===== config.mk =====
export PLATFORM = sky130hd
export DESIGN_NAME = hls_snn_izikevich_hls_deadlock_param_monitor
export DESIGN_NICKNAME = d
export VERILOG_FILES = /design/src/rtl/hls_deadlock_pkg.sv /design/src/rtl/hls_deadlock_prio_enc.sv /design/src/rtl/hls_snn_izikevich_hls_deadlock_param_monitor.sv
export SDC_FILE = /design/constraint.sdc
export NUM_CORES = 1
export LEC_CHECK = 0
export ABC_AREA = 1
export BUFFER_PORTS_ARGS = -buffer_cell sky130_fd_sc_hd__clkbuf_2
export CAP_MARGIN = 20
export CORE_UTILIZATION = 40
export DETAILED_ROUTE_END_ITERATION = 8
export GPL_TIMING_DRIVEN = 0
export HOLD_SLACK_MARGIN = 0.12
export MAX_ROUTING_LAYER = met4
export PLACE_DENSITY_LB_ADDON = 0.12
export SLEW_MARGIN = 20
export SYNTH_ARGS = -nofsm -noshare
export SYNTH_HDL_FRONTEND = slang
export SYNTH_SLANG_ARGS = --single-unit
export TNS_END_PERCENT = 50

===== constraint.sdc =====
create_clock -name clock -period 2.7 [get_ports clock]
set_clock_uncertainty 0.05 [all_clocks]
set_input_delay 0.54 -clock clock [delete_from_list [all_inputs] [get_ports clock]]
set_output_delay 0.54 -clock clock [all_outputs]
set_load 0.01 [all_outputs]

===== src/rtl/hls_deadlock_pkg.sv =====
// Shared definitions for the HLS SNN deadlock monitors.
//   state_e     : monitor FSM states
//   clog2_min1  : ceil(log2(n)) clamped to at least 1, for index/counter widths
//   AXIS_MASK_* : per-instance stream masks for the monitored sub-instances
package hls_deadlock_pkg;

  typedef enum logic [1:0] {
    IDLE    = 2'd0,
    SUSPECT = 2'd1,
    BLOCKED = 2'd2
  } state_e;

  function automatic int unsigned clog2_min1(input int unsigned n);
    int unsigned r;
    r = $clog2(n);
    return (r == 0) ? 1 : r;
  endfunction

  // Izhikevich core: only the four outgoing streams can stall it.
  localparam logic [5:0] AXIS_MASK_IZH_DEFAULT = 6'b111100;
  // Input adapter: only the two incoming streams matter.
  localparam logic [5:0] AXIS_MASK_IN_DEFAULT  = 6'b000011;
  // Catch-all for instances touching every stream.
  localparam logic [5:0] AXIS_MASK_ALL         = 6'b111111;

endpackage


===== src/rtl/hls_deadlock_prio_enc.sv =====
// Lowest-set-bit encoder.
//   req   : N request bits
//   idx   : index of the lowest set bit of req (0 when none set)
//   valid : at least one bit of req is set
module hls_deadlock_prio_enc
  import hls_deadlock_pkg::*;
#(
  parameter int unsigned N = 6,
  parameter int unsigned W = clog2_min1(N)
) (
  input  logic [N-1:0] req,
  output logic [W-1:0] idx,
  output logic         valid
);

  always_comb begin
    idx = '0;
    // Scan high to low so the lowest set bit is the last one written.
    for (int unsigned i = N; i > 0; i--) begin
      if (req[i-1]) idx = W'(i - 1);
    end
  end

  assign valid = |req;

endmodule


===== src/rtl/hls_snn_izikevich_hls_deadlock_param_monitor.sv =====
// Parametrised deadlock monitor for one HLS sub-instance.
// Raw block = any child monitor blocked AND any relevant stream blocked AND
// not every instance idle. Raw is filtered through a persistence counter
// (STABLE_CYCLES) and optionally latched (STICKY) before driving block.
//   clock, reset    : rising-edge clock, synchronous active-low reset
//   axis_block_sigs : per-stream blocked flags (filtered by AXIS_MASK)
//   inst_idle_sigs  : per-instance idle flags
//   sub_block_sigs  : block outputs of child monitors
//   clear           : synchronous clear of all detection state
//   block           : registered deadlock indication
//   block_pulse     : one-cycle pulse when block rises
//   block_axis_idx  : lowest masked blocked stream captured at detection
//   block_cycles    : cycles block has been high, saturating
module hls_snn_izikevich_hls_deadlock_param_monitor
  import hls_deadlock_pkg::*;
#(
  parameter int unsigned           N_AXIS        = 6,
  parameter int unsigned           N_INST        = 4,
  parameter int unsigned           N_SUB         = 1,
  parameter logic [N_AXIS-1:0]     AXIS_MASK     = N_AXIS'(AXIS_MASK_IZH_DEFAULT),
  parameter int unsigned           STABLE_CYCLES = 1,
  parameter int unsigned           CNT_W         = 16,
  parameter int unsigned           STICKY        = 0,
  localparam int unsigned          IW            = clog2_min1(N_AXIS)
) (
  input  logic              clock,
  input  logic              reset,
  input  logic [N_AXIS-1:0] axis_block_sigs,
  input  logic [N_INST-1:0] inst_idle_sigs,
  input  logic [N_SUB-1:0]  sub_block_sigs,
  input  logic              clear,
  output logic              block,
  output logic              block_pulse,
  output logic [IW-1:0]     block_axis_idx,
  output logic [CNT_W-1:0]  block_cycles
);

  localparam int unsigned    PW       = clog2_min1(STABLE_CYCLES + 1);
  localparam logic [PW-1:0]  STABLE_P = PW'(STABLE_CYCLES);
  localparam logic [CNT_W-1:0] CNT_MAX = '1;

  state_e            state_q, state_d;
  logic [PW-1:0]     cnt_q, cnt_d;
  logic [IW-1:0]     idx_q, idx_d;
  logic [CNT_W-1:0]  cyc_q, cyc_d;
  logic              block_q, block_d;
  logic              pulse_q, pulse_d;

  logic [IW-1:0]     enc_idx;
  logic              enc_valid;
  logic              raw;

  hls_deadlock_prio_enc #(
    .N (N_AXIS),
    .W (IW)
  ) u_prio_enc (
    .req   (axis_block_sigs & AXIS_MASK),
    .idx   (enc_idx),
    .valid (enc_valid)
  );

  // enc_valid is exactly |(axis_block_sigs & AXIS_MASK).
  assign raw = (|sub_block_sigs) & enc_valid & ~(&inst_idle_sigs);

  always_comb begin
    state_d = state_q;
    cnt_d   = cnt_q;
    idx_d   = idx_q;
    cyc_d   = cyc_q;

    unique case (state_q)
      IDLE: begin
        if (raw) begin
          if (STABLE_CYCLES <= 1) begin
            state_d = BLOCKED;
          end else begin
            state_d = SUSPECT;
            cnt_d   = PW'(1);
          end
        end
      end
      SUSPECT: begin
        if (!raw) begin
          state_d = IDLE;
          cnt_d   = '0;
        end else if (cnt_q + PW'(1) == STABLE_P) begin
          state_d = BLOCKED;
          cnt_d   = '0;
        end else begin
          cnt_d = cnt_q + PW'(1);
        end
      end
      BLOCKED: begin
        if (!raw && STICKY == 0) begin
          state_d = IDLE;
        end else if (cyc_q != CNT_MAX) begin
          cyc_d = cyc_q + CNT_W'(1);
        end
      end
      default: state_d = IDLE;
    endcase

    // Snapshot the offending stream on the cycle block rises.
    if (state_d == BLOCKED && state_q != BLOCKED) begin
      idx_d = enc_idx;
      cyc_d = CNT_W'(1);
    end

    if (clear) begin
      state_d = IDLE;
      cnt_d   = '0;
      idx_d   = '0;
      cyc_d   = '0;
    end

    block_d = (state_d == BLOCKED);
    pulse_d = block_d && (state_q != BLOCKED);
  end

  always_ff @(posedge clock) begin
    if (!reset) begin
      state_q <= IDLE;
      cnt_q   <= '0;
      idx_q   <= '0;
      cyc_q   <= '0;
      block_q <= 1'b0;
      pulse_q <= 1'b0;
    end else begin
      state_q <= state_d;
      cnt_q   <= cnt_d;
      idx_q   <= idx_d;
      cyc_q   <= cyc_d;
      block_q <= block_d;
      pulse_q <= pulse_d;
    end
  end

  assign block          = block_q;
  assign block_pulse    = pulse_q;
  assign block_axis_idx = idx_q;
  assign block_cycles   = cyc_q;

endmodule

### Word level (Yosys, flattened, before mapping)

Cells that the tools add are included.

* $add $sub $neg: 1
* eq/ne operators: 6
* muxes and demuxes: 13
* bitwise gates (word level): 4
* reductions and logical operators: 12

Operators by type and width (count)
* 16-bit by 1-bit adder with 16-bit output (second input constant): 1
* 16-bit inequality test (second input constant): 1
* 3-bit two-way mux: 4
* 2-bit two-way mux: 4
* 2-bit == test (second input constant): 3
* 2-bit one-hot mux with 3 select lines: 1
* 3-bit AND reduction: 2
* 2-bit nonzero test: 3
* 1-bit two-way mux: 4
* 4-bit AND reduction: 1
* 4-bit OR reduction: 1
* 3-bit OR reduction: 1
* 1-bit AND: 2
* 2-bit by 1-bit == test with 1-bit output (second input constant): 1
* 1-bit logical AND: 2
* 2-bit logical NOT: 1
* 2-bit inequality test (second input constant): 1
* 1-bit inverter: 2
* 2-bit OR reduction: 1

* flip-flop bits (word level): 23
* input bits: 14
* output and inout port bits: 21
* logic and storage cells: 42

### Logic depth before layout (Yosys ltp)

* depth in word-level cells: 9
* depth in mapped cells: 10
* mapped depth without buffers: 10

### Cells and area by module

Synthesis repeated with hierarchy kept, for this count alone.

* cell total of the unflattened synthesis: 201
* area total of the unflattened synthesis: 1326.3 µm²

Modules (own cells, without submodules)
* hls_snn_izikevich_hls_deadlock_param_monitor: instances 1, cells each 186, area an instance 1253.7 µm², sequential area each 460.4 µm²
* hls_deadlock_prio_enc: instances 1, cells each 15, area an instance 72.6 µm², sequential area each 0.0 µm²

### Worst setup path after synthesis

No wires, ideal clock.

* path type: register to register
* start: register cyc_q[0], in the netlist block_cycles[0]
* end: register cyc_q[12], in the netlist block_cycles[12]
* setup time: 70 ps
* data arrival time: 1525 ps
* required time: 2580 ps
* setup slack: 1055 ps
* stages on the path, launching flop included: 11
* path buffers: 1
* clock period less this slack: 1645 ps
* cell sequence: dfxtp_1 ha_1 inv_1 nor2_4 nand2_2 nor2_4 inv_2 nand2_4 buf_6 nand2_1 a21oi_1

* cells in the longest elaborated chain, start to end: 2
* elaborated cells on any way between the ends: 3
* classes of those cells: add/sub (1); eq/ne (1); reduce/logical (1)

Ends and longest elaborated chain
* start, declared: line hls_snn_izikevich_hls_deadlock_param_monitor.sv:45 `logic [CNT_W-1:0] cyc_q, cyc_d;`
* start signal, assigned: line hls_snn_izikevich_hls_deadlock_param_monitor.sv:132 `cyc_q <= cyc_d;`
* parallel branches: the longest is 2 deep, another holds 16-bit by 1-bit adder with 16-bit output

Several ways; the timed one is not identified.
A chain may end at the register's enable or synchronous reset.

### Worst setup path in the final report

* start: register cyc_q[0], in the netlist block_cycles[0]
* end: register cyc_q[5], in the netlist block_cycles[5]

The elaborated chain is that of the path after synthesis.

==> impl_metrics.json <==
{
  "hold_path_class": "reg -> reg",
  "drv_cap": 0,
  "cp-end-kind": "register",
  "async_flop_share": 0,
  "die_x_um": 58.35,
  "dp.cells": 272,
  "pin_count": 35,
  "cts_root_buf": "clkbuf_4",
  "cts_setup_buffers": 0,
  "setup_tns_ns": 0,
  "htree_levels": 1,
  "r2r-end": "block_cycles[5]$_SDFFE_PP0P_",
  "num_vias": 1275,
  "status": "completed",
  "core_area_mm2": 0.003028,
  "syn_area_mm2": 0.001270,
  "ys_warn_count": 0,
  "fin_util": 0.4992,
  "synth_edf_count": 0,
  "final_area_mm2": 0.001511,
  "min_to": "block_axis_idx[0]$_SDFFE_PP0P_",
  "num_rows": 20,
  "hold_viol_final": 0,
  "antenna_cells": 0,
  "cp_max_fo": 10,
  "worstSetupStartpointType": "register",
  "rsz0062_at_grt": "no",
  "ys_top_cells_by_area": "dfxtp_1 (36%), nand2_1 (21%), nor2_1 (7.1%), inv_1 (5.6%), a21oi_1 (5.5%)",
  "place_area_mm2": 0.001485,
  "ctsHoldBuffers": 0,
  "power_density_mw_per_mm2": 363.0,
  "cts_tree": "built",
  "dr.pass1.iters": 6,
  "overflow": 0,
  "synth-seq-area-share": 0.3626,
  "critPathKind": "reg -> reg",
  "synth-main-ff-cell": "dfxtp_1",
  "total_power_mw": 0.5486,
  "hold_ws_ns": 0.4298,
  "synth.most_common_cell": "nand2_1",
  "power.leakage_nw": 0.6177,
  "worst_slack_ns": 0.8318,
  "synthesis.nets": 211,
  "dp_hpwl_mm": 2.169,
  "ys_types": 22,
  "grt_pass1_vias": 1150,
  "first_iter_violations": 65,
  "r2r_start": "block_cycles[0]$_SDFFE_PP0P_",
  "gp_congestion": 0.7814,
  "final_cells": 276,
  "worstHoldStart": "block_axis_idx[0]$_SDFFE_PP0P_",
  "clk_pin_slew_worst_paths_ns": 0.12,
  "multi_input_area_um2": 713.2,
  "yosys.area.top_type_share": 0.3626,
  "holdPathStages": 2,
  "grt_max_degree": 13,
  "finalMaxSlewViolations": 0,
  "yosys-top-cells-count": "nand2_1 (72), nor2_1 (24), dfxtp_1 (23), inv_1 (19), a21oi_1 (14)",
  "fin_crit_ns": 1.868,
  "routed_wirelength_mm": 2.827,
  "grt_pass1_wl_mm": 5.099,
  "finalSetupViolCount": 0,
  "start_util": 0.4194,
  "cts_sinks": 23,
  "wl_per_cell_um": 10.24,
  "period_share": 0.6919,
  "seqCellArea_um2": 460.4,
  "insertion_delay_ns": 0.31,
  "r2r_slack_ns": 0.83,
  "syn_inst": 196,
  "synth_top_area_cell": "dfxtp_1",
  "numPortBuffers": 32,
  "numCtsBuffers": 3,
  "drive_above_1_share": 0.2112,
  "gr-usage-all-layers": 0.1973,
  "worstPathArrival_ns": 2.06,
  "cp.required_ns": 2.90,
  "die_h_um": 58.35,
  "grt_antenna_before_repair": 0,
  "die_area_mm2": 0.003404,
  "ir_worst_vdd_v": 0.0002089,
  "reg2reg_depth": 10,
  "avgViaCountPerCell": 4.620,
  "route.detailed.drc": 0,
  "max_freq_mhz": 535.3,
  "cts_resized": 0,
  "synth-seq-cells": 23,
  "final_antenna_net_count": 0,
  "area_growth_pct": 19.01,
  "cts_buffer_depth": 2,
  "pre_cts_ws_ns": 0.8145,
  "fillCellCount": 319,
  "nets": 248,
  "syn_area_per_cell_um2": 6.479
}
[worst max-delay path: stages (launching register included)]
cell and delay (ns):
dfxtp_1 0.47, ha_1 0.25, inv_1 0.08, nor2_4 0.19, nand2_2 0.11, nor2_4 0.14
inv_2 0.05, nand2_4 0.11, buf_6 0.16, nand2_1 0.06, a21oi_1 0.13
[placed cells by master (no fill, tap or decap), types with 2 or more instances in the layout]
cell type  instances
xor2_1             3
clkbuf_4           3
buf_2              2
dfxtp_1           23
o21ai_0            8
xnor2_1            4
nor2_4             3
nor2_2             2
nand2_2            3
a211oi_1           2
clkbuf_2          32
a21oi_1           14
nand4_1            5
inv_1             19
nand2_1           72
nor2_1            24
nand3_1            5
[sequential cells by signal, indices dropped and copies added (netlist names)]
signal	cells
block_cycles	16
block_axis_idx	3
state_q	2
block	1
block_pulse	1
[routing by layer]
metal  vias up  share of wire  wire length, um  global-route usage
li1        689              -                -                   -
met4         0              0                0             0.05782
met5         -              0                0                   -
met3         0          0.032               91             0.03297
met1       560           0.49             1374              0.2538
met2        26           0.48             1362              0.3202
[cells by family (layout without fill, tap and decap cells)]
logic type	count (synthesis)	in the layout	share of synthesized area
AOI/OAI and AO/OA	25	25	0.1044
xor gates and xnor gates	7	7	0.04828
adders and majority gates	1	1	0.009851
buffers and inverters	23	59	0.07586
DFF	23	23	0.3626
other	1	1	0.002953
and+or+nand+nor	116	116	0.3961
[worst max-delay path by stage]
stage	startpoint	endpoint	slack, ns	cells past startpoint
after floorplan	block_cycles[0]$_SDFFE_PP0P_	block_cycles[12]$_SDFFE_PP0P_	1.06	10
after global placement	axis_block_sigs[3]	block_cycles[8]$_SDFFE_PP0P_	0.82	9
after detailed placement	axis_block_sigs[3]	block_cycles[8]$_SDFFE_PP0P_	0.81	9
after CTS	block_cycles[0]$_SDFFE_PP0P_	block_cycles[8]$_SDFFE_PP0P_	0.82	10
after global routing	block_cycles[0]$_SDFFE_PP0P_	block_cycles[12]$_SDFFE_PP0P_	0.65	9
final	block_cycles[0]$_SDFFE_PP0P_	block_cycles[5]$_SDFFE_PP0P_	0.83	10
[power by group]
group          total, mW  leakage, nW  switching [mW]  internal (mW)
clock              0.163       0.0150           0.105         0.0576
sequential         0.348        0.186         0.00403          0.344
combinational     0.0376        0.416          0.0222         0.0153
[cell type report]
cell class	instances	share of cell area
repair buffers	32	0.1060
flip-flops and latches	23	0.3046
clock buffers	4	0.01738
inverters	20	0.04967
plain buffers	3	0.01407
multi-input cells	150	0.4719
well taps	44	0.03642
No activity file was read; power rests on OpenSTA's default activity.
